===== config.mk =====
export PLATFORM = sky130hd
export DESIGN_NAME = sparce_sasa_cache
export DESIGN_NICKNAME = d
export VERILOG_FILES = /design/src/rtl/sparce_sasa_cache.sv
export SDC_FILE = /design/constraint.sdc
export NUM_CORES = 1
export LEC_CHECK = 0
export ABC_AREA = 1
export BUFFER_PORTS_ARGS = -buffer_cell sky130_fd_sc_hd__buf_2
export CAP_MARGIN = 20
export CORE_MARGIN = 1.5
export CORE_UTILIZATION = 30
export DETAILED_ROUTE_END_ITERATION = 10
export PLACE_DENSITY = 0.44
export SLEW_MARGIN = 25
export SYNTH_ARGS = -nofsm -noshare
export SYNTH_HDL_FRONTEND = slang
export SYNTH_SLANG_ARGS = --single-unit

===== constraint.sdc =====
create_clock -name CLK -period 3.4 [get_ports CLK]
set_clock_uncertainty 0.1 [all_clocks]
set_input_delay 0.51 -clock CLK [delete_from_list [all_inputs] [get_ports CLK]]
set_output_delay 0.51 -clock CLK [all_outputs]
set_load 0.01 [all_outputs]

===== src/rtl/sparce_sasa_cache.sv =====
// sparce_sasa_cache: N-way set-associative SASA skip table with per-set true LRU,
// multi-cycle flush engine, saturating hit counter and registered read-back port.
package sparce_sasa_pkg;
  typedef enum logic {SASA_COND_OR = 1'b0, SASA_COND_AND = 1'b1} sasa_cond_t;
endpackage

module sparce_sasa_cache
  import sparce_sasa_pkg::*;
#(
  parameter int unsigned SASA_ENTRIES = 16,
  parameter int unsigned SASA_WAYS    = 2,
  parameter logic [31:0] SASA_ADDR    = 32'h9000_0000
) (
  input  logic        CLK,
  input  logic        nRST,
  input  logic [31:0] pc,
  input  logic        pc_valid,
  input  logic        sasa_enable,
  input  logic        sasa_wen,
  input  logic        sasa_ren,
  input  logic [31:0] sasa_addr,
  input  logic [31:0] sasa_data,
  output logic [31:0] sasa_rdata,
  output logic [4:0]  sasa_rs1,
  output logic [4:0]  sasa_rs2,
  output sasa_cond_t  condition,
  output logic [4:0]  insts_to_skip,
  output logic [31:0] preceding_pc,
  output logic        valid,
  output logic        busy
);
  localparam int unsigned SETS  = SASA_ENTRIES / SASA_WAYS;
  localparam int unsigned SB    = (SETS > 1) ? $clog2(SETS) : 0;
  localparam int unsigned SET_W = (SB > 0) ? SB : 1;
  localparam int unsigned TAG_W = 16 - SB;
  localparam int unsigned AGE_W = (SASA_WAYS > 1) ? $clog2(SASA_WAYS) : 1;
  localparam int unsigned WAY_W = AGE_W;
  localparam logic [AGE_W-1:0] AGE_MAX = AGE_W'(SASA_WAYS - 1);

  typedef enum logic {ST_IDLE = 1'b0, ST_FLUSH = 1'b1} state_e;

  logic [SASA_WAYS-1:0] valid_q [SETS];
  logic [SASA_WAYS-1:0] valid_d [SETS];
  logic [TAG_W-1:0]     tag_q   [SETS][SASA_WAYS];
  logic [TAG_W-1:0]     tag_d   [SETS][SASA_WAYS];
  logic [15:0]          data_q  [SETS][SASA_WAYS];
  logic [15:0]          data_d  [SETS][SASA_WAYS];
  logic [AGE_W-1:0]     age_q   [SETS][SASA_WAYS];
  logic [AGE_W-1:0]     age_d   [SETS][SASA_WAYS];

  state_e           state_q, state_d;
  logic [SET_W-1:0] fl_cnt_q, fl_cnt_d;
  logic             dis_q, dis_d;
  logic [31:0]      hitcnt_q, hitcnt_d;
  logic [31:0]      rdata_q, rdata_d;

  logic [SET_W-1:0] lk_set_s, wr_set_s;
  logic [TAG_W-1:0] lk_tag_s, wr_tag_s;
  logic             hit_s, valid_s, busy_s;
  logic [WAY_W-1:0] hit_way_s;
  logic [15:0]      hit_data_s;
  logic             wr_hit_s, inv_s;
  logic [WAY_W-1:0] wr_hit_way_s, inv_way_s, lru_way_s, wr_way_s;
  logic             wr_s, rd_s, sel_entry_s, sel_cfg_s, sel_ctrl_s, sel_hit_s;
  logic             entry_we_s, ctrl_we_s;
  logic             unused_pc_s;

  function automatic logic [AGE_W-1:0] age_next(input logic [AGE_W-1:0] age,
                                                input logic [AGE_W-1:0] hit_age,
                                                input logic             is_hit);
    logic [AGE_W-1:0] r;
    if (is_hit) begin
      r = '0;
    end else if (age < hit_age) begin
      r = age + AGE_W'(1);
    end else begin
      r = age;
    end
    return r;
  endfunction

  generate
    if (SB > 0) begin : g_idx
      assign lk_set_s = pc[2+SB-1:2];
      assign wr_set_s = sasa_data[16+SB-1:16];
    end else begin : g_noidx
      assign lk_set_s = '0;
      assign wr_set_s = '0;
    end
  endgenerate

  assign lk_tag_s    = pc[17:2+SB];
  assign wr_tag_s    = sasa_data[31:16+SB];
  assign unused_pc_s = ^pc[1:0];

  assign wr_s        = sasa_enable && sasa_wen;
  assign rd_s        = sasa_enable && sasa_ren;
  assign sel_entry_s = (sasa_addr == SASA_ADDR);
  assign sel_cfg_s   = (sasa_addr == SASA_ADDR + 32'd4);
  assign sel_ctrl_s  = (sasa_addr == SASA_ADDR + 32'd8);
  assign sel_hit_s   = (sasa_addr == SASA_ADDR + 32'd12);
  assign busy_s      = (state_q == ST_FLUSH);
  assign entry_we_s  = wr_s && sel_entry_s && !busy_s;
  assign ctrl_we_s   = wr_s && sel_ctrl_s;

  // Same-cycle lookup; descending scan leaves the lowest matching way
  always_comb begin
    hit_s     = 1'b0;
    hit_way_s = '0;
    for (int w = SASA_WAYS - 1; w >= 0; w--) begin
      hit_way_s = (valid_q[lk_set_s][w] && (tag_q[lk_set_s][w] == lk_tag_s)) ? WAY_W'(w) : hit_way_s;
      hit_s     = hit_s | (valid_q[lk_set_s][w] && (tag_q[lk_set_s][w] == lk_tag_s));
    end
  end

  assign hit_data_s    = hit_s ? data_q[lk_set_s][hit_way_s] : 16'h0;
  assign valid_s       = hit_s && !dis_q && (pc[31:18] == 14'h0) && !busy_s;
  assign valid         = valid_s;
  assign busy          = busy_s;
  assign preceding_pc  = pc;
  assign sasa_rs1      = hit_data_s[15:11];
  assign sasa_rs2      = hit_data_s[10:6];
  assign condition     = sasa_cond_t'(hit_data_s[5]);
  assign insts_to_skip = hit_data_s[4:0];
  assign sasa_rdata    = rdata_q;

  // ENTRY way choice: existing tag, else lowest invalid way, else the LRU way
  always_comb begin
    wr_hit_s     = 1'b0;
    wr_hit_way_s = '0;
    inv_s        = 1'b0;
    inv_way_s    = '0;
    lru_way_s    = '0;
    for (int w = SASA_WAYS - 1; w >= 0; w--) begin
      wr_hit_way_s = (valid_q[wr_set_s][w] && (tag_q[wr_set_s][w] == wr_tag_s)) ? WAY_W'(w) : wr_hit_way_s;
      wr_hit_s     = wr_hit_s | (valid_q[wr_set_s][w] && (tag_q[wr_set_s][w] == wr_tag_s));
      inv_way_s    = !valid_q[wr_set_s][w] ? WAY_W'(w) : inv_way_s;
      inv_s        = inv_s | !valid_q[wr_set_s][w];
      lru_way_s    = (age_q[wr_set_s][w] == AGE_MAX) ? WAY_W'(w) : lru_way_s;
    end
    if (wr_hit_s) begin
      wr_way_s = wr_hit_way_s;
    end else if (inv_s) begin
      wr_way_s = inv_way_s;
    end else begin
      wr_way_s = lru_way_s;
    end
  end

  // Table next state: hit touch, ENTRY write (wins over touch), flush clear (wins over both)
  always_comb begin
    valid_d = valid_q;
    tag_d   = tag_q;
    data_d  = data_q;
    age_d   = age_q;
    if (entry_we_s) begin
      valid_d[wr_set_s][wr_way_s] = 1'b1;
      tag_d[wr_set_s][wr_way_s]   = wr_tag_s;
      data_d[wr_set_s][wr_way_s]  = sasa_data[15:0];
      for (int w = 0; w < SASA_WAYS; w++) begin
        age_d[wr_set_s][w] = age_next(age_q[wr_set_s][w], age_q[wr_set_s][wr_way_s],
                                      WAY_W'(w) == wr_way_s);
      end
    end else if (hit_s) begin
      for (int w = 0; w < SASA_WAYS; w++) begin
        age_d[lk_set_s][w] = age_next(age_q[lk_set_s][w], age_q[lk_set_s][hit_way_s],
                                      WAY_W'(w) == hit_way_s);
      end
    end else begin
      age_d = age_q;
    end
    if (busy_s) begin
      valid_d[fl_cnt_q] = '0;
      for (int w = 0; w < SASA_WAYS; w++) begin
        age_d[fl_cnt_q][w] = AGE_W'(SASA_WAYS - 1 - w);
      end
    end else begin
      valid_d[fl_cnt_q] = valid_d[fl_cnt_q];
    end
  end

  // Flush sequencer; a CONTROL write always (re)starts at set 0
  always_comb begin
    state_d  = state_q;
    fl_cnt_d = fl_cnt_q;
    case (state_q)
      ST_IDLE: begin
        if (ctrl_we_s) begin
          state_d  = ST_FLUSH;
          fl_cnt_d = '0;
        end else begin
          state_d  = ST_IDLE;
        end
      end
      ST_FLUSH: begin
        if (ctrl_we_s) begin
          fl_cnt_d = '0;
        end else if (fl_cnt_q == SET_W'(SETS - 1)) begin
          state_d  = ST_IDLE;
        end else begin
          fl_cnt_d = fl_cnt_q + SET_W'(1);
        end
      end
      default: begin
        state_d  = ST_IDLE;
        fl_cnt_d = '0;
      end
    endcase
  end

  // Config, hit counter (clear beats increment) and read-back mux
  always_comb begin
    dis_d    = dis_q;
    hitcnt_d = hitcnt_q;
    rdata_d  = rdata_q;
    if (wr_s && sel_cfg_s) begin
      dis_d = sasa_data[0];
    end else begin
      dis_d = dis_q;
    end
    if (wr_s && sel_hit_s) begin
      hitcnt_d = 32'h0;
    end else if (valid_s && pc_valid && (hitcnt_q != 32'hFFFF_FFFF)) begin
      hitcnt_d = hitcnt_q + 32'd1;
    end else begin
      hitcnt_d = hitcnt_q;
    end
    if (rd_s) begin
      if (sel_cfg_s) begin
        rdata_d = {31'h0, dis_q};
      end else if (sel_ctrl_s) begin
        rdata_d = {31'h0, busy_s};
      end else if (sel_hit_s) begin
        rdata_d = hitcnt_q;
      end else begin
        rdata_d = 32'h0;
      end
    end else begin
      rdata_d = rdata_q;
    end
  end

  // State registers
  always_ff @(posedge CLK or negedge nRST) begin
    if (!nRST) begin
      for (int s = 0; s < SETS; s++) begin
        valid_q[s] <= '0;
        for (int w = 0; w < SASA_WAYS; w++) begin
          tag_q[s][w]  <= '0;
          data_q[s][w] <= 16'h0;
          age_q[s][w]  <= AGE_W'(SASA_WAYS - 1 - w);
        end
      end
      state_q  <= ST_IDLE;
      fl_cnt_q <= '0;
      dis_q    <= 1'b0;
      hitcnt_q <= 32'h0;
      rdata_q  <= 32'h0;
    end else begin
      valid_q  <= valid_d;
      tag_q    <= tag_d;
      data_q   <= data_d;
      age_q    <= age_d;
      state_q  <= state_d;
      fl_cnt_q <= fl_cnt_d;
      dis_q    <= dis_d;
      hitcnt_q <= hitcnt_d;
      rdata_q  <= rdata_d;
    end
  end

endmodule

======== Yosys cells after proc, flatten, opt, wreduce, memory -nomap -nowiden ========
Cells that the tools add are included.
word-level totals
  register bits after elaboration ......... 565
  logic and storage cells ................. 246
  output and inout port bits .............. 82
  input port bits ......................... 102
cells by class
  muxes and demuxes ....................... 109
  $add $sub $neg .......................... 6
  bitwise logic cells ..................... 15
  reductions and logical operators ........ 28
  magnitude comparators ................... 15
  equality and inequality tests ........... 12
operators by type and width
  cell                                                             count
  256-bit bitwise mux                                              1
  32-bit 2-to-1 mux                                                8
  208-bit bitwise mux                                              1
  16-bit 2-to-1 mux                                                10
  26-bit binary-select mux with 3-bit select                       2
  26-bit 2-to-1 mux                                                5
  32-bit equality test, second input constant                      4
  32-bit binary-select mux with 3-bit select                       1
  32-bit demux with 3-bit select                                   1
  16-bit bitwise mux                                               5
  26-bit demux with 3-bit select                                   1
  13-bit equality test                                             4
  2-bit demux with 3-bit select                                    8
  1-bit 2-to-1 mux                                                 37
  32-bit by 1-bit adder with 32-bit output, second input constant  1
  16-bit bitwise AND                                               2
  32-bit != test, second input constant                            1
  16-bit NOT                                                       2
  16-bit OR                                                        2
  2-bit binary-select mux with 3-bit select                        5
  2-bit 2-to-1 mux                                                 15
  1-bit logical AND                                                21
  16-bit demux with 1-bit select                                   1
  14-bit zero test                                                 1
  25 further kinds                                                 46

======== Depth between registers and ports, before layout ========
Gate-level depths: netlist of the first run.
  depth after elaboration ................. 24
  mapped depth ............................ 23
  gate-level depth less buffers ........... 21

======== Worst setup path before layout of the first run ========
No wires, ideal clock.
  path type ............................... input to output
  from .................................... in pc[4]
  to ...................................... out sasa_rs2[4]
  data required time ...................... 2.790 ns
  data arrival time ....................... 2.490 ns
  slack ................................... 0.300 ns
  buffers on the path ..................... 4
  cell stages on the path ................. 13
  cells stage by stage .................... buf_4 inv_1 nor2_4 buf_2 inv_1 nor2_1 inv_1 clkbuf_1 clkbuf_1 o22ai_1 nor3_1 o221ai_1 o22ai_1
on the way
  word-level cells in the longest chain between the ends .. 13
  elaborated cells between the ends (all ways) .. 22
  classes of those cells .................. eq/ne (2); mux (15); bitwise (3); reduce/logical (2)
ends and longest elaborated chain
  what                                                  line           RTL
  start, declared                                       16             input logic [31:0] pc,
  3-bit NOT with 4-bit output (implied by the code) *   111, 112, 116
  26-bit binary-select mux with 3-bit select            111, 112
  26-bit 2-to-1 mux (implied by the code) (2 in a row)  111, 112
  13-bit equality test                                  111, 112
  1-bit logical AND                                     111, 112
  1-bit 2-to-1 mux (2 in a row)                         111            hit_way_s = (valid_q[lk_set_s][w] && (tag_q[lk_set_s][w] == lk_tag_s)) ? WAY_W'(w) : hit_way_s;
  1-bit NOT with 2-bit output (implied by the code)     116            assign hit_data_s = hit_s ? data_q[lk_set_s][hit_way_s] : 16'h0;
  16-bit 2-to-1 mux (implied by the code) (3 in a row)  116
  16-bit 2-to-1 mux *                                   116
  end, declared                                         25             output logic [4:0] sasa_rs2,
Mark *: on every way between the ends. The rest lies on a longest branch, timed or not. The select of a mux whose other input is x is not followed.

======== Worst setup path in the final report of the first run ========
  from .................................... in pc[2]
  to ...................................... out insts_to_skip[1]
on the way
  word-level cells in the longest chain between the ends .. 13
  elaborated cells between the ends (all ways) .. 22
  classes of those cells .................. eq/ne (2); mux (15); bitwise (3); reduce/logical (2)
ends and longest elaborated chain
  what                                                  line           RTL
  3-bit NOT with 4-bit output (implied by the code) *   111, 112, 116
  26-bit binary-select mux with 3-bit select            111, 112
  26-bit 2-to-1 mux (implied by the code) (2 in a row)  111, 112
  13-bit equality test                                  111, 112
  1-bit logical AND                                     111, 112
  1-bit 2-to-1 mux (2 in a row)                         111
  1-bit NOT with 2-bit output (implied by the code)     116
  16-bit 2-to-1 mux (implied by the code) (3 in a row)  116
  16-bit 2-to-1 mux *                                   116
  end, declared                                         27             output logic [4:0] insts_to_skip,
Marks and branches as above.

==> results of run 1 <==
-- cells by family (layout without fill, tap and decap cells) --
family | Yosys count | in the layout
simple gates | 1831 | 1831
compound gates | 880 | 880
buf+inv | 638 | 1028
flops | 565 | 565
xor+xnor | 14 | 14
fa+ha+maj | 3 | 3
-- how the worst max path moves through the flow --
stage          slack, ns                    from                      end
5_1_grt            -0.09   tag_q[21]$_DFFE_PN0P_              sasa_rs1[3]
3_3_place_gp       -0.44           sasa_data[16]  data_q[180]$_DFFE_PN0P_
6_report           0.004                   pc[2]         insts_to_skip[1]
4_1_cts            -0.04  tag_q[144]$_DFFE_PN0P_              sasa_rs1[3]
3_5_place_dp       -0.42           sasa_data[16]  data_q[177]$_DFFE_PN0P_
2_1_floorplan       0.30                   pc[4]              sasa_rs2[4]
-- worst reg2reg max path, cell delays in order, from the launching register on --
cell     delay, ns
dfrtp_1       0.38
inv_1         0.12
nor2_1        0.06
a21oi_1       0.13
nand2_1       0.09
o21ai_1       0.14
nand2_1       0.13
nor2_1        0.22
nand2_1       0.10
nor2_1        0.09
nand2_1       0.13
nand2_1       0.12
nand2_2       0.13
buf_12        0.16
nand2_2       0.09
buf_12        0.32
o21ai_0       0.19
-- layer usage --
metal | GRT usage (%) | up-vias
li1 | - | 13552
met3 | 2.96 | 166
met4 | 6.17 | 0
met2 | 37.3 | 728
met5 | 0 | -
met1 | 32.7 | 13408
-- cell type report --
class                   instances  area, µm²  area share [%]
clock buffers                 102       2050            5.55
clock inverters                18        149           0.402
inverters                     374       1420            3.82
multi-input cells            2728      13000            35.0
flip-flops and latches        565      14200            38.2
well taps                    1276       1600            4.31
repair buffers                534       4680            12.6
-- power groups by stage --
| stage | sequential [W] | combinational [W] | clock (W) |
|---|---|---|---|
| 6_report | 0.00673 | 0.00147 | 0.00731 |
| 5_1_grt | 0.00672 | 0.00160 | 0.00776 |
| 4_1_cts | 0.00673 | 0.00144 | 0.00751 |
| 3_5_place_dp | 0.00685 | 0.00139 | 0 |
| 3_3_place_gp | 0.00685 | 0.00140 | 0 |
| 2_1_floorplan | 0.00685 | 0.000591 | 0 |
-- stage by stage --
step                      worst slack (ns)  std cells
final                              0.00363       5597
after detailed placement            -0.423       5437
after CTS                          -0.0370       5571
after global routing               -0.0944       5597
after global placement              -0.437       5437
after floorplan                      0.300       3931
-- registers in the layout, indices dropped and copies added, names as in the netlist --
name and flops:
valid_q 16, data_q 256, busy 1, age_q 16, sasa_rdata 32, dis_q 1
hitcnt_q 32, fl_cnt_q 3, tag_q 208
-- what timing repair did --
action | CTS | global route
endpoints found under the hold margin | 43 | 0
gates resized for setup | 89 | 108
setup endpoints to repair | 17 | 17
pin swaps | 27 | 55
gates cloned | 3 | 1
buffers inserted | 12 | 25
hold buffers | 1 | 0
-- cells in the mapped netlist, types with 2 or more instances --
master | number | area (µm²)
nor3_1 | 48 | 240
inv_2 | 15 | 56.3
nand2_2 | 22 | 138
xor2_1 | 14 | 123
o21ai_0 | 453 | 2270
dfrtp_1 | 557 | 13900
dfstp_2 | 8 | 210
buf_4 | 55 | 413
or4_1 | 11 | 82.6
inv_1 | 356 | 1340
o31ai_1 | 23 | 173
nor2_4 | 2 | 22.5
o22ai_1 | 126 | 788
o21ai_1 | 128 | 641
buf_2 | 56 | 280
ha_1 | 3 | 37.5
nor2_2 | 5 | 31.3
nor4_1 | 13 | 81.3
a221oi_1 | 5 | 43.8
clkbuf_1 | 109 | 409
nand2_1 | 1247 | 4680
nand3_1 | 170 | 851
a22o_1 | 2 | 17.5
buf_1 | 11 | 41.3
nand3b_1 | 3 | 22.5
o221ai_1 | 24 | 210
o211ai_1 | 2 | 15.0
a22oi_1 | 33 | 248
or2_2 | 9 | 56.3
buf_6 | 20 | 225
o2111ai_1 | 3 | 26.3
clkbuf_2 | 13 | 65.1
nand4_1 | 45 | 282
clkinv_1 | 2 | 7.51
nor2_1 | 249 | 935
o32ai_1 | 3 | 26.3
a21oi_1 | 71 | 355
==> results.md, run 1 <==
- GPL Wtd Cong: about 0.9
- Worst Hold Depth: 4
- Overflow after GRT: 0
- WL final: around 120000 µm
- CP bufs+invs: 9
- Final Core Density: 38.2%
- Worst Path Max Fanout: 24
- Worst slew pin tran: 0.707 ns
- Router iterations before antenna repair: 6
- DRC Markers: 0
- P_leak: roughly 18 nW
- Syn-to-layout area delta: 25.5%
- Die span in y: roughly 320 µm
- Max Root-Sink Buffers: 3
- Mapped Area: approximately 0.030 mm²
- Most used cell, CP: buf_4
- Worst hold path endpoint: hitcnt_q[30]$_DFFE_PN0P_
- Fin. max-slew vios: 0
- Die W: around 320 µm
- Sequential share of the synthesized area: 48.0%
- Total GRT Usage: 23.2%
- Post-synth EDFFs: 0
- Via-per-instance ratio: 4.98
- Ports: around 180
- WL/cell: 20.8 µm
- Main combinational cell family by area after synthesis: simple AND/OR/NAND/NOR gates
- Synth Area in Simple Gates: between 20% and 30%
- Max-cap viol count: 0
- Cells on worst reg2reg path: 16
- Layout cells sized above 1: 19.5%
- Pwr Total: approximately 0.016 W
- Global-route wire length before repair: 175000 µm
- Mux contribution to synthesized area: 0%
- HPWL after detailed placement: approximately 79000 µm
- Mapped Avg Cell Area: between 7 and 8 µm²
- Unrepaired setup endpoints after global routing: true
- Worst skew pair latency: between 0.6 and 0.7 ns
- Via count: between 20000 and 30000
- Worst setup SP type: primary input
- CP Depth: 13
- Root buf cell: clkbuf_16
- Largest delay contributor family on the critical path: buffers and inverters
- Setup violators final: 0
- Flops & latches, synth: 565
- Clk pwr share: 47.1%
- Critical path class: primary input to output pin
- Syn Nets: approximately 4000
- Peak per-stage delay on the critical path: 0.50 ns
- Syn Inst Count: between 3000 and 4000
- Launch point of the worst reg-to-reg path: tag_q[86]$_DFFE_PN0P_
- Clock tree from TritonCTS: yes
- Comb pwr share: 9.5%
- Commonest non-fill, non-tap cells in the layout: nand2_1 (1205), dfrtp_1 (555), o21ai_0 (424)
- Post-layout min period: approximately 3.4 ns
- Max VDD drop: about 310 µV
- DRT antenna net count: 0
- Final hold violation count: 0
- FF-to-FF End: tag_q[148]$_DFFE_PN0P_
- Site row count: 114
- Clock slew at reported path FFs: roughly 0.060 ns
- Placed cell area: ~0.034 mm²
- Switching power share of the total: between 20% and 30%
- CP required: 2.79 ns
- Run status: complete, no violations
- Ant. Diodes: 0
- Synth Area in XOR/XNOR: less than 1%
- CTS H-Tree Depth: 3
- Initial Utilization: 30.4%
- Setup TNS Final: 0 ns
- Hold Path Class: primary input to flip-flop
- Largest net degree at the start of global routing: 80
- Slowest stage cell, crit path: or4_4
- Count of buffers from port buffering: between 150 and 200
- DR iter-0 viols: 2479
- Flop pwr share: a little over two fifths
- Slew Limit Headroom: a little over half
- Fillers: roughly 10000
- Synthesis Warnings: 0
- Power Density: between 400 and 500 mW/mm²
- Metal-1 WL: approximately 54000 µm
- FMAX: between 200 and 300 MHz
- Period utilisation layout: 99.9%
- Die ar.: around 0.10 mm²
- Most common cell after layout, fill and taps aside: nand2_1
- Post-synth ARST share: between 90% and 100%
- Nets: approximately 4400
- Compound-Gate Fraction of Synth Area: between 15 and 20%
- R2R Setup Slk: about 0.58 ns
- Inserted Clock Buffers: 70
- Min Hold Slack: about 0.13 ns
- Synth unique cells: 52
- Top Layer Used: met4
- Antenna violations before repair: 0
- Crit path cell chain: buf_4, clkinv_2, buf_4, buf_12, buf_4, nor2_2, inv_2, buf_12, o22ai_1, or4_4, o32ai_4, buf_6, buf_4
- NetSw: between 0.004 and 0.005 W
- Clk sinks: roughly 570
- Adder-Cell Fraction of Synth Area: less than 1%
- Met2 wire len: 53400 µm
- Number of global-route vias before repair: about 27000
- Met3 wire length: roughly 5500 µm
- Min-delay src: pc_valid
- Main flop type after synthesis: dfrtp_1
- CP endpoint kind: output pin
- Final Instance Area: roughly 0.037 mm²
- Core area: 0.0970 mm²
- Cell internal pwr: approximately 0.012 W
- Arrival @ worst endpoint: around 2.8 ns
No activity file was read; power rests on OpenSTA's default activity.
==> run 2, diff against run 1 <==
--- a/config.mk
+++ b/config.mk
@@ -11,7 +11,6 @@
 export CORE_MARGIN = 1.5
 export CORE_UTILIZATION = 30
 export DETAILED_ROUTE_END_ITERATION = 10
-export PLACE_DENSITY = 0.44
 export SLEW_MARGIN = 25
 export SYNTH_ARGS = -nofsm -noshare
 export SYNTH_HDL_FRONTEND = slang
==> results.md, run 2 (synthesized netlist as in run 1, its figures left out) <==
- Critical path class: primary input to output pin (unchanged)
- Commonest non-fill, non-tap cells in the layout: nand2_1 (1212), dfrtp_1 (557), o21ai_0 (428) (was nand2_1 (1205), dfrtp_1 (555), o21ai_0 (424))
- Root buf cell: clkbuf_16 (unchanged)
- CP endpoint kind: output pin (unchanged)
- Post-layout min period: 3.49 ns (was 3.40 ns)
- DRC Markers: 0 (unchanged)
- GPL Wtd Cong: 1.01 (was 0.923)
- DRT antenna net count: 0 (unchanged)
- Global-route wire length before repair: 162000 µm (was 175000 µm)
- FF-to-FF End: hitcnt_q[13]$_DFFE_PN0P_ (was tag_q[148]$_DFFE_PN0P_)
- Clock slew at reported path FFs: 0.06 ns (about the same)
- Max VDD drop: 366 µV (was 311 µV)
- Clock tree from TritonCTS: yes (unchanged)
- CTS H-Tree Depth: 3 (unchanged)
- CP required: 2.79 ns (about the same)
- Worst setup SP type: primary input (unchanged)
- Worst setup margin: -0.0878 ns (was 0.00363 ns)
- Setup violators final: 10 (was 0)
- Launch point of the worst reg-to-reg path: tag_q[177]$_DFFE_PN0P_ (was tag_q[86]$_DFFE_PN0P_)
- R2R Setup Slk: 0.16 ns (was 0.58 ns)
- Top flop regs: data_q x256, tag_q x208 (unchanged)
- Layout cells sized above 1: 19.1% (was 19.5%)
- Max reg flops: 256 (unchanged)
- P_leak: 17.9 nW (about the same)
- Inserted Clock Buffers: 67 (was 70)
- Fillers: 10020 (was 10297)
- Max Root-Sink Buffers: 3 (unchanged)
- WL/cell: 19.2 µm (was 20.8 µm)
- Violated checks: negative setup slack
- Site row count: 114 (unchanged)
- Fin. max-slew vios: 0 (unchanged)
- Power Density: 421 mW/mm² (was 419 mW/mm²)
- Ports: 184 (unchanged)
- Via count: 28325 (was 27854)
- Syn-to-layout area delta: 25.6% (was 25.5%)
- Die W: 317 µm (unchanged)
- Worst Setup EP: sasa_rs1[3] (was insts_to_skip[1])
- Via-per-instance ratio: 5.06 (was 4.98)
- Worst skew pair latency: 0.63 ns (about the same)
- Initial Utilization: 30.4% (unchanged)
- Arrival @ worst endpoint: 2.88 ns (was 2.79 ns)
- Clk sinks: 565 (unchanged)
- Worst Path Max Fanout: 15 (was 24)
- Number of global-route vias before repair: 26860 (was 26909)
- Period utilisation layout: 103% (was 99.9%)
- Hold Path Class: primary input to flip-flop (unchanged)
- Die span in y: 317 µm (unchanged)
- Largest net degree at the start of global routing: 73 (was 80)
- Most common cell after layout, fill and taps aside: nand2_1 (unchanged)
- Min-delay src: pc_valid (unchanged)
- Reg with most FFs: data_q (unchanged)
- DR iter-0 viols: 2665 (was 2479)
- Die ar.: 0.100 mm² (unchanged)
- Core area: 0.0970 mm² (unchanged)
- Run status: complete, but fails checks (was complete, no violations)
- Critical path launch point: pc[2] (unchanged)
- Slew Limit Headroom: 47.6% (was 52.5%)
- Worst slew pin tran: 0.781 ns (was 0.707 ns)
- Setup TNS Final: -0.267 ns (was 0 ns)
- Ant. Diodes: 0 (unchanged)
- HPWL after detailed placement: 72700 µm (was 79300 µm)
- Final hold violation count: 0 (unchanged)
- WL final: 107000 µm (was 116000 µm)
- Overflow after GRT: 0 (unchanged)
- Unrepaired setup endpoints after global routing: true (unchanged)
- FMAX: 287 MHz (was 294 MHz)
- Pwr Total: 0.0156 W (was 0.0155 W)
- Cells on worst reg2reg path: 24 (was 16)
- Max-cap viol count: 0 (unchanged)
- Total GRT Usage: 21.0% (was 23.2%)
- Router iterations before antenna repair: 7 (was 6)
- Antenna violations before repair: 0 (unchanged)
- Count of buffers from port buffering: 179 (unchanged)
- Nets: 4372 (was 4378)
-- run 2: cell types whose count changed in the layout (fill, tap and decap cells not counted), moves of 5 or more --
cell / previous run / this run
buf_6: 5 / 18
buf_4: 271 / 260
nand2_2: 61 / 56
nand2_1: 1205 / 1212
buf_2: 173 / 166
clkinvlp_4: 0 / 5
-- run 2: repair_timing --
item / CTS / global route
cloned: 1 / 2
resized for setup: 76 / 113
pin swaps: 20 / 39
endpoints found under the setup margin: 17 / 27
hold buffers: 1 / 0
endpoints found under the hold margin: 52 / 0
buffers inserted: 17 / 24
-- run 2: routing by layer --
| metal | vias up | GRT usage [%] | share of wire [%] |
|---|---|---|---|
| met1 | 13547 | 29.6 | 46 |
| met2 | 1044 | 32.2 | 44 |
| met4 | 0 | 8.08 | 3.7 |
| met5 | - | 0 | 0 |
| met3 | 212 | 3.37 | 6.5 |
| li1 | 13522 | - | - |
-- run 2: worst min-delay path by stage --
stage               cells after the start  slack (ns)                        to
floorplan                               0        0.11        age_q[0]$_DFF_PN0_
global placement                        2        0.36   data_q[199]$_DFFE_PN0P_
detailed placement                      2        0.37   data_q[201]$_DFFE_PN0P_
CTS                                     4        0.11  hitcnt_q[30]$_DFFE_PN0P_
global route                            3        0.16         dis_q$_DFFE_PN0P_
finish                                  4        0.15  hitcnt_q[30]$_DFFE_PN0P_
-- run 2: worst max-delay path: stages --
cell and delay (ns):
buf_4 0.12, buf_6 0.15, buf_12 0.16, buf_4 0.13
nand2_1 0.05, nand3_1 0.10, nand2_2 0.09, o21ai_2 0.17
buf_4 0.14, nand2_2 0.05, nor2_1 0.09, nand2_1 0.07
nor2_2 0.09, nand2_2 0.09, nand2_2 0.10, buf_12 0.14
clkinvlp_4 0.17, a22o_4 0.30, buf_6 0.13
-- run 2: power breakdown --
part | internal, W | switching, W
logic | 0.000534 | 0.000927
registers | 0.00673 | 0.000000261
clock network | 0.00436 | 0.00305
total | 0.0116 | 0.00398
-- run 2: layout make-up --
| type | instances | area [µm²] | share of cell area (%) |
|---|---|---|---|
| sequential | 565 | 14100 | 38.2 |
| multi-input combinational | 2728 | 12900 | 34.9 |
| timing repair buffer | 531 | 4720 | 12.7 |
| clock buffer | 98 | 2020 | 5.44 |
| tap | 1276 | 1600 | 4.31 |
| inverter | 374 | 1420 | 3.82 |
| clock inverter | 22 | 233 | 0.628 |
-- run 2: stage by stage --
step	instances	hold slack, ns	setup slack [ns]	util, %	instance area [µm²]
2_1_floorplan	3931	0.114	0.300	-	29500
3_3_place_gp	5429	0.360	-0.482	34.9	33900
3_5_place_dp	5429	0.365	-0.403	34.9	33900
4_1_cts	5568	0.109	-0.0753	37.7	36600
5_1_grt	5594	0.164	-0.194	38.2	37100
6_report	5594	0.151	-0.0878	38.2	37100
